**config.mk**
```make
export PLATFORM = sky130hd
export DESIGN_NAME = rf_wb_ctrl
export DESIGN_NICKNAME = d
export VERILOG_FILES = /design/src/rtl/rf_pkg.sv /design/src/rtl/rf_scoreboard.sv /design/src/rtl/rf_wb_ctrl.sv
export SDC_FILE = /design/constraint.sdc
export NUM_CORES = 1
export LEC_CHECK = 0
export BUFFER_PORTS_ARGS = -buffer_cell sky130_fd_sc_hd__buf_2
export CAP_MARGIN = 0
export CORE_AREA = 2 2 68 118
export CTS_BUF_LIST = sky130_fd_sc_hd__clkbuf_4 sky130_fd_sc_hd__clkbuf_8
export DETAILED_ROUTE_END_ITERATION = 10
export DIE_AREA = 0 0 70 120
export PLACE_DENSITY = 0.76
export RECOVER_POWER = 50
export SLEW_MARGIN = 30
export SYNTH_ARGS = -nofsm -noshare
export SYNTH_HDL_FRONTEND = slang
export SYNTH_SLANG_ARGS = --single-unit
```
**constraint.sdc**
```tcl
create_clock -name clk -period 4.35 [get_ports clk]
set_input_delay 0.87 -clock clk [delete_from_list [all_inputs] [get_ports clk]]
set_output_delay 0.87 -clock clk [all_outputs]
set_load 0.01 [all_outputs]
```
**src/rtl/rf_pkg.sv**
```systemverilog
// Shared types and defaults for the register-file write-back path.
package rf_pkg;

    localparam int RF_XLEN   = 32;
    localparam int RF_REG_AW = 5;

    // Round-robin pointer: which producer wins when both request.
    typedef enum logic {
        PRI_ALU = 1'b0,
        PRI_LSU = 1'b1
    } arb_state_e;

    // One registered write command toward the register file.
    typedef struct packed {
        logic                 we;
        logic [RF_REG_AW-1:0] waddr;
        logic [RF_XLEN-1:0]   wdata;
    } wr_cmd_t;

endpackage

```
**src/rtl/rf_scoreboard.sv**
```systemverilog
// Per-register pending-write bits for issue-stage RAW/WAW stalls.
module rf_scoreboard
    import rf_pkg::*;
#(
    parameter int REG_AW = RF_REG_AW
) (
    input  logic              clk,
    input  logic              reset,
    input  logic              set_i,
    input  logic [REG_AW-1:0] set_addr_i,
    input  logic              clr_i,
    input  logic [REG_AW-1:0] clr_addr_i,
    input  logic [REG_AW-1:0] rs1_addr_i,
    input  logic [REG_AW-1:0] rs2_addr_i,
    output logic              rs1_busy_o,
    output logic              rs2_busy_o
);

    localparam int NREG = 1 << REG_AW;

    logic [NREG-1:0] busy_q, busy_d;

    // Clear on write-back, then set on issue so a same-cycle set wins; r0 never busy.
    always_comb begin
        busy_d = busy_q;
        if (clr_i) busy_d[clr_addr_i] = 1'b0;
        if (set_i) busy_d[set_addr_i] = 1'b1;
        busy_d[0] = 1'b0;
    end

    // Busy vector register.
    always_ff @(posedge clk) begin
        if (reset) busy_q <= '0;
        else       busy_q <= busy_d;
    end

    assign rs1_busy_o = busy_q[rs1_addr_i];
    assign rs2_busy_o = busy_q[rs2_addr_i];

endmodule

```
**src/rtl/rf_wb_ctrl.sv**
```systemverilog
// Write-back controller: round-robin ALU/LSU arbitration onto the single
// register-file write port, registered write command, pending scoreboard.
module rf_wb_ctrl
    import rf_pkg::*;
#(
    parameter int XLEN   = RF_XLEN,
    parameter int REG_AW = RF_REG_AW
) (
    input  logic              clk,
    input  logic              reset,
    input  logic              alu_valid,
    input  logic [REG_AW-1:0] alu_rd,
    input  logic [XLEN-1:0]   alu_data,
    output logic              alu_ready,
    input  logic              lsu_valid,
    input  logic [REG_AW-1:0] lsu_rd,
    input  logic [XLEN-1:0]   lsu_data,
    output logic              lsu_ready,
    input  logic              iss_valid,
    input  logic [REG_AW-1:0] iss_rd,
    input  logic [REG_AW-1:0] rs1_addr,
    input  logic [REG_AW-1:0] rs2_addr,
    output logic              rs1_busy,
    output logic              rs2_busy,
    output logic              rf_we,
    output logic [REG_AW-1:0] rf_waddr,
    output logic [XLEN-1:0]   rf_wdata
);

    arb_state_e ptr_q, ptr_d;
    wr_cmd_t    cmd_q, cmd_d;
    logic       grant_alu, grant_lsu;

    // Pointer register.
    always_ff @(posedge clk) begin
        if (reset) ptr_q <= PRI_ALU;
        else       ptr_q <= ptr_d;
    end

    // Pointer moves past whoever was just granted; idle cycles hold it.
    always_comb begin
        ptr_d = ptr_q;
        if (grant_alu)      ptr_d = PRI_LSU;
        else if (grant_lsu) ptr_d = PRI_ALU;
    end

    // Grants: lone requester wins, ties go to the pointer; nothing during reset.
    always_comb begin
        grant_alu = !reset && alu_valid && (!lsu_valid || ptr_q == PRI_ALU);
        grant_lsu = !reset && lsu_valid && (!alu_valid || ptr_q == PRI_LSU);
        alu_ready = grant_alu;
        lsu_ready = grant_lsu;
    end

    // Build the next write command; rd==0 is consumed without a write.
    always_comb begin
        cmd_d    = cmd_q;
        cmd_d.we = 1'b0;
        if (grant_alu) begin
            cmd_d.we    = (alu_rd != '0);
            cmd_d.waddr = alu_rd;
            cmd_d.wdata = alu_data;
        end else if (grant_lsu) begin
            cmd_d.we    = (lsu_rd != '0);
            cmd_d.waddr = lsu_rd;
            cmd_d.wdata = lsu_data;
        end
    end

    // Write command register feeding the register file.
    always_ff @(posedge clk) begin
        if (reset) cmd_q <= '0;
        else       cmd_q <= cmd_d;
    end

    assign rf_we    = cmd_q.we;
    assign rf_waddr = cmd_q.waddr;
    assign rf_wdata = cmd_q.wdata;

    rf_scoreboard #(.REG_AW(REG_AW)) u_sb (
        .clk        (clk),
        .reset      (reset),
        .set_i      (iss_valid),
        .set_addr_i (iss_rd),
        .clr_i      (cmd_q.we),
        .clr_addr_i (cmd_q.waddr),
        .rs1_addr_i (rs1_addr),
        .rs2_addr_i (rs2_addr),
        .rs1_busy_o (rs1_busy),
        .rs2_busy_o (rs2_busy)
    );

endmodule

```
# == Yosys cells after proc, flatten, opt, wreduce, memory -nomap -nowiden ==
# Cells that the tools add are included.
# word_totals
reg_bits,71
input_bits,94
word_cells,44
# classes
n_lt_le_gt_ge,6
n_mux,14
bitwise_logic,4
reduce_logical,14
# op_table
op,count
two-way mux 38 bit,2
two-way mux 32 bit,2
bitwise AND 32 bit,1
NOT 32 bit,1
bitwise OR 32 bit,1
< comparator 5 x 6 -> 1 bit (second input constant),4
binary-select mux 1 bit (select 5 bit),2
demux 1 bit (select 5 bit),2
>= comparator 5 x 1 -> 1 bit (second input constant),2
nonzero test 5 bit,2
logical AND 1 bit,6
two-way mux 1 bit,6
zero test 1 bit,3
logical OR 1 bit,2
nonzero test 2 bit,1
NOT 1 bit,1

# == Depth between registers and ports, before layout ==
# Gate-level depths: netlist of run 1.
# logic_depth
ltp_word,9
mapped_depth,7
depth_no_buf,5

# == By module ==
# Synthesis of run 1 repeated with hierarchy kept, for this count alone.
# unflattened
hier_cells,393
area_unflattened_um2,3510.9
# modules_own_cells
mod,instances,cells_each,area_per_inst_um2,seq_area_each_um2
rf_scoreboard,1,229,1826.8,620.6
rf_wb_ctrl,1,164,1684.1,780.7

# == Worst setup path after synthesis of run 1 ==
# No wires, ideal clock.
# synth_timing
path_type,in2out
start,in rs1_addr[0]
end,out rs1_busy
arrival_time_ps,1919
t_required_ps,3480
setup_slack_ps,1561
cell_stages,5
path_buffers,1
path_cell_list,buf_2 mux4_2 nand2b_1 o211ai_1 nand4_1
# synth_via
elab_chain_len,2
# synth_lines
element,line,source
"start, declared",rf_wb_ctrl.sv:21,"input logic [REG_AW-1:0] rs1_addr,"
binary-select mux 1 bit (select 5 bit),rf_scoreboard.sv:37,assign rs1_busy_o = busy_q[rs1_addr_i];
two-way mux 1 bit (implied by the code),rf_scoreboard.sv:37,
"end, declared",rf_wb_ctrl.sv:23,"output logic rs1_busy,"
# No other way between the ends. The select of a mux whose other input is x is not followed.

# == Worst setup path in the final report of run 1 ==
# layout_timing
start,in lsu_valid
end,out alu_ready
# layout_via
elab_chain_len,3
# layout_lines
element,line,source
"start, declared",rf_wb_ctrl.sv:15,"input logic lsu_valid,"
zero test 1 bit,rf_wb_ctrl.sv:49,grant_alu = !reset && alu_valid && (!lsu_valid || ptr_q == PRI_ALU);
logical OR 1 bit,rf_wb_ctrl.sv:49,
logical AND 1 bit,rf_wb_ctrl.sv:49,
"end, declared",rf_wb_ctrl.sv:14,"output logic alu_ready,"
# No other way between the ends.

==> impl_metrics.env, run 1 <==
export IMPL_dieArea_um2=8400
export IMPL_rsz0062_at_grt="false"
export IMPL_ys_warn_count=0
export IMPL_row_count=42
export IMPL_drt_first_pass_iters=5
export IMPL_io_pins=136
export IMPL_cts_buffer_depth=2
export IMPL_fin_area_um2=4250
export IMPL_htree_levels=3
export IMPL_drive_above_1_share_pct=25.9
export IMPL_p_per_area_nw_per_um2=358
export IMPL_fmax_ghz=0.322
export IMPL_nNetsFinal=619
export IMPL_synthFlopType="dfxtp_1"
export IMPL_cts_setup_buffers=0
export IMPL_setup_ws_ns=1.24
export IMPL_finalMaxSlewViolations=0
export IMPL_leakagePower_nw=1.75
export IMPL_end_kind="output port"
export IMPL_synthTopCellsByArea="dfxtp_1 41%, a21oi_1 6.8%, nand2_1 6.5%"
export IMPL_fin_hold_ws_ns=0.478
export IMPL_crit_fanout=34
export IMPL_utilization_pct=56.9
export IMPL_max_cap_viol_count=0
export IMPL_wire_per_inst_um=17.1
export IMPL_synth_edf_count=0
export IMPL_root_buffer="clkbuf_8"
export IMPL_grt_pass1_wl_um=17000
export IMPL_core_um2=7460
export IMPL_status="finished clean"
export IMPL_hp_class="register to register"
export IMPL_syn_nets=500
export IMPL_syn_inst=406
export IMPL_syn_area_um2=3400
export IMPL_place_ws_ns=1.30
export IMPL_min_period_over_period_pct=71.4
export IMPL_die_y_um=120
export IMPL_via_per_inst=5.87
export IMPL_dr_total_vias=3621
export IMPL_crit_type="primary input to output port"
export IMPL_remaining_drc_errors=0
export IMPL_grt_max_degree=73
export IMPL_grt_pass1_vias=3688
export IMPL_cts_clk_slew_worst_paths_ns=0.07
export IMPL_placedCellCount=602
export IMPL_drt_iter0_markers=302
export IMPL_fin_crit_ns=3.11
export IMPL_numCtsBuffers=9
export IMPL_antenna_found_initial=0
export IMPL_gp_congestion=0.960
export IMPL_io_buffer_count=135
export IMPL_area_delta_synth_final_pct=25.1
export IMPL_insertion_delay_ns=0.34
export IMPL_cp_required_ns=3.48
export IMPL_tns_ns=0
export IMPL_yosysTopAreaCellShare_pct=41.3
export IMPL_post_dp_cell_area_um2=4070
export IMPL_die_w_um=70
export IMPL_num_antenna_cells=0
export IMPL_final_cells=617
export IMPL_hold_violations=0
export IMPL_track_usage_pct=25.3
export IMPL_power_mw=1.52
export IMPL_slew_headroom_pct=21.5
export IMPL_ys_async_sr_fraction_pct=0
export IMPL_fillers=719
export IMPL_finalWirelength_um=10500
export IMPL_final_antenna_net_count=0
export IMPL_yosys_area_top_type="dfxtp_1"
export IMPL_synth_seq_cells=70
export IMPL_cts_tree="built"
export IMPL_ctsHoldBuffers=0
export IMPL_cts_resized=0
export IMPL_tightest_slew_ns=1.17
export IMPL_overflow=0
export IMPL_synth_cell_types=36
export IMPL_finalSetupViolCount=0
export IMPL_crit_path_start_kind="primary input"
export IMPL_peakVddDrop_v=0.000245
export IMPL_syn_avg_cell_area_um2=8.36
export IMPL_crit_arrival_ns=2.24
export IMPL_numClockSinks=70
export IMPL_finClkSkew_ns=0.00679
export IMPL_ys_seq_area_share_pct=41.3
export IMPL_dp_hpwl_um=8000
export IMPL_start_util_pct=45.5
-- cells in the mapped netlist, types with 5 or more instances --
cell      number
dfxtp_1       70
nand2_1       59
a21oi_1       46
nor2_1        42
o21ai_0       33
a222oi_1      20
mux2i_1       18
nand3_1       16
clkbuf_1      15
buf_2         12
a22oi_1       11
a311oi_1      10
mux4_2         6
nand3b_1       5
-- power by group --
part           switching (mW)  internal (mW)
Combinational           0.136          0.100
Sequential             0.0262          0.673
Clock                   0.236          0.349
Total                   0.398           1.12
-- layer usage --
layer | track usage (%) | up-vias | wire (um)
li1 | - | 1743 | -
met1 | 25.1 | 1671 | 3680
met2 | 47.2 | 174 | 5760
met3 | 5.54 | 33 | 650
met4 | 14.2 | 0 | 454
met5 | 0 | - | 0
-- worst max-delay path: stages --
cell and delay, ns:
buf_2 0.13, a21oi_1 0.22, nand2_2 0.26, inv_2 0.51
buf_2 0.24
-- cells by family (layout without fill, tap and decap cells) --
group	count (synthesis)	in the layout	synth area share (%)
AO/OA/AOI/OAI	130	130	24.9
buffers and inverters	34	157	4.64
flip-flops	70	70	41.3
multiplexers	24	24	9.29
AND/OR/NAND/NOR	148	148	19.9
-- state kept, by name, indices dropped and copies added, names as in the netlist --
signal,count
rf_waddr,5
rf_we,1
rf_wdata,32
ptr_q,1
u_sb.busy_q,31
-- layout make-up --
type | count | area (um2) | area share [%]
Multi-Input combinational cell | 302 | 1840 | 43.3
Sequential cell | 70 | 1400 | 33.0
Timing Repair Buffer | 137 | 657 | 15.5
Clock buffer | 11 | 151 | 3.56
Tap cell | 88 | 110 | 2.59
Clock inverter | 4 | 70.1 | 1.65
Inverter | 5 | 18.8 | 0.442
-- final timing paths --
check / cells past startpoint / from / end / slack [ns]
setup / recovery: 5 / lsu_valid / alu_ready / 1.24
hold / removal: 2 / rf_wdata[2] / rf_wdata[2] / 0.48
setup reg to reg: 5 / ptr_q / rf_wdata[26] / 2.51
hold reg to reg: 2 / rf_wdata[2] / rf_wdata[2] / 0.48
-- placed cells by master, fill, tap and decap left out, drive strengths merged, types with 4 or more instances in the layout --
cell	n
buf	110
dfxtp	70
nand2	60
a21oi	47
nor2	42
clkbuf	38
o21ai	34
a222oi	20
mux2i	18
nand3	16
a22oi	11
a311oi	10
mux4	6
nand3b	5
inv	5
nand2b	4
nor2b	4
nor3b	4
Note: power is estimated with default switching activity, not from simulation.
==> run 2: changes to the inputs <==
==> constraint.sdc (replaced) <==
create_clock -name clk -period 3 [get_ports clk]
set_input_delay 0.6 -clock clk [delete_from_list [all_inputs] [get_ports clk]]
set_output_delay 0.6 -clock clk [all_outputs]
set_load 0.01 [all_outputs]
==> run 2 against run 1 <==
Hold slack got worse by 0.0092 ns. First-iteration DRC count decreased by 14%. Critical path depth increased by 1. Critical endpoint is now rs2_busy.
==> impl_metrics.env, run 2 (synthesis results as in run 1) <==
export IMPL_hold_violations=0
export IMPL_io_buffer_count=135
export IMPL_cts_resized=0
export IMPL_worstHoldEndpoint="rf_wdata[2]"
export IMPL_grt_pass1_wl_um=16500
export IMPL_cts_buffer_depth=2
export IMPL_leakagePower_nw=1.72
export IMPL_crit_path_frequent_cell="buf_2"
export IMPL_final_antenna_net_count=0
export IMPL_multi_input_area_um2=1830
export IMPL_nNetsFinal=622
export IMPL_tightest_slew_ns=0.708
export IMPL_r2r_start="ptr_q"
export IMPL_r2r_end="rf_wdata[7]"
export IMPL_htree_levels=3
export IMPL_area_delta_synth_final_pct=24.1
export IMPL_p_per_area_nw_per_um2=485
export IMPL_rsz0062_at_grt="false"
export IMPL_cts_clk_slew_worst_paths_ns=0.07
export IMPL_use_met1_pct=26.1
export IMPL_finClkSkew_ns=0.00696
export IMPL_fillers=740
export IMPL_ctsHoldBuffers=0
export IMPL_insertion_delay_ns=0.34
export IMPL_die_w_um=70
export IMPL_crit_chain="buf_2 > mux2i_1 > a211oi_1 > nand3_1 > nand4_1 > buf_2"
export IMPL_status="finished clean"
export IMPL_dieArea_um2=8400
export IMPL_overflow=0
export IMPL_slew_headroom_pct=52.8
export IMPL_use_met2_pct=44.9
export IMPL_layout_common_cells="103 x buf_2, 70 x dfxtp_1, 59 x nand2_1, 47 x a21oi_1, 42 x nor2_1"
export IMPL_wire_per_inst_um=16.5
export IMPL_top_usage_layer="met2"
export IMPL_gp_congestion=0.968
export IMPL_worstHoldStart="rf_wdata[2]"
export IMPL_finalWirelength_um=10200
export IMPL_cts_tree="built"
export IMPL_finalMaxSlewViolations=0
export IMPL_end_kind="output port"
export IMPL_crit_fanout=12
export IMPL_numClockSinks=70
export IMPL_core_um2=7460
export IMPL_fin_crit_ns=2.39
export IMPL_met3_usage_pct=5.79
export IMPL_drt_iter0_markers=261
export IMPL_crit_path_start_kind="primary input"
export IMPL_max_stage_delay_ns=0.35
export IMPL_crit_type="primary input to output port"
export IMPL_grt_max_degree=73
export IMPL_dp_hpwl_um=7650
export IMPL_fmax_ghz=0.418
export IMPL_min_period_over_period_pct=79.7
export IMPL_peakVddDrop_v=0.000337
export IMPL_hp_class="register to register"
export IMPL_finalSetupViolCount=0
export IMPL_drt_first_pass_iters=8
export IMPL_power_mw=2.05
export IMPL_cts_setup_buffers=0
export IMPL_die_y_um=120
export IMPL_io_pins=136
export IMPL_tns_ns=0
export IMPL_r2r_slack_ns=1.16
export IMPL_final_common_cell="buf_2"
export IMPL_largest_reg_flops=32
export IMPL_row_count=42
export IMPL_cp_slowest_cell="a211oi_1"
export IMPL_remaining_drc_errors=0
export IMPL_ff_latch_area_um2=1400
export IMPL_numCtsBuffers=9
export IMPL_via_per_inst=5.82
export IMPL_crit_arrival_ns=1.79
export IMPL_max_cap_viol_count=0
export IMPL_drive_above_1_share_pct=25.2
export IMPL_start_util_pct=45.5
export IMPL_cp_required_ns=2.40
export IMPL_dr_total_vias=3602
export IMPL_grt_pass1_vias=3517
export IMPL_num_antenna_cells=0
export IMPL_reg2reg_depth=6
export IMPL_root_buffer="clkbuf_8"
export IMPL_track_usage_pct=24.5
export IMPL_antenna_found_initial=0
export IMPL_whs_path_depth=2
## run 2: cell count changes in the layout (fill, tap and decap cells not counted), sizes merged
cell	previous run	this run
clkbuf	38	45
clkinv	2	1
buf	110	108
bufinv	2	0
## run 2: worst max path at each step
| stage | from | endpoint | slack, ns | cells past startpoint |
|---|---|---|---|---|
| after global routing | lsu_valid | alu_ready | 0.49 | 5 |
| after global placement | rs2_addr[2] | rs2_busy | 0.59 | 6 |
| after floorplan | rs1_addr[0] | rs1_busy | 0.75 | 5 |
| after detailed placement | rs2_addr[0] | rs2_busy | 0.61 | 6 |
| after CTS | rs2_addr[0] | rs2_busy | 0.60 | 6 |
| final | rs2_addr[2] | rs2_busy | 0.61 | 6 |
## run 2: critical path: cells and delay by family
family                 cells  cell delay [ns]
AO/OA/AOI/OAI              1             0.35
multiplexers               1             0.14
buffers and inverters      2             0.41
AND/OR/NAND/NOR            2             0.28
## run 2: routing by layer
layer  vias up  wire length, um
met5         -                0
met4         0              343
met3        28              610
met2       156             5440
met1      1678             3840
li1       1740                -
## run 2: metrics by stage
| stage | setup WS (ns) | cell area (um2) | util, % | cells | hold WS, ns |
|---|---|---|---|---|---|
| after global routing | 0.492 | 4210 | 56.5 | 619 | 0.486 |
| final | 0.609 | 4210 | 56.5 | 619 | 0.469 |
| after floorplan | 0.751 | 3400 | - | 406 | 0.460 |
| after CTS | 0.604 | 4260 | 57.1 | 619 | 0.468 |
| after detailed placement | 0.605 | 4080 | 54.7 | 605 | 0.459 |
| after global placement | 0.593 | 4080 | 54.7 | 605 | 0.452 |
## run 2: final cells by class
class	count	share of cell area (%)
inverters	5	0.445
multi-input cells	302	43.5
clock buffers	13	4.10
well taps	88	2.61
flip-flops and latches	70	33.3
repair buffers	140	16.0
clock inverters	1	0.119
## run 2: report_power, final
| group | total [mW] | switching [mW] | leakage [nW] | internal, mW |
|---|---|---|---|---|
| clock network | 0.690 | 0.323 | 0.0948 | 0.367 |
| logic | 0.343 | 0.198 | 1.05 | 0.145 |
| registers | 1.01 | 0.0364 | 0.573 | 0.976 |
| total | 2.05 | 0.557 | 1.72 | 1.49 |
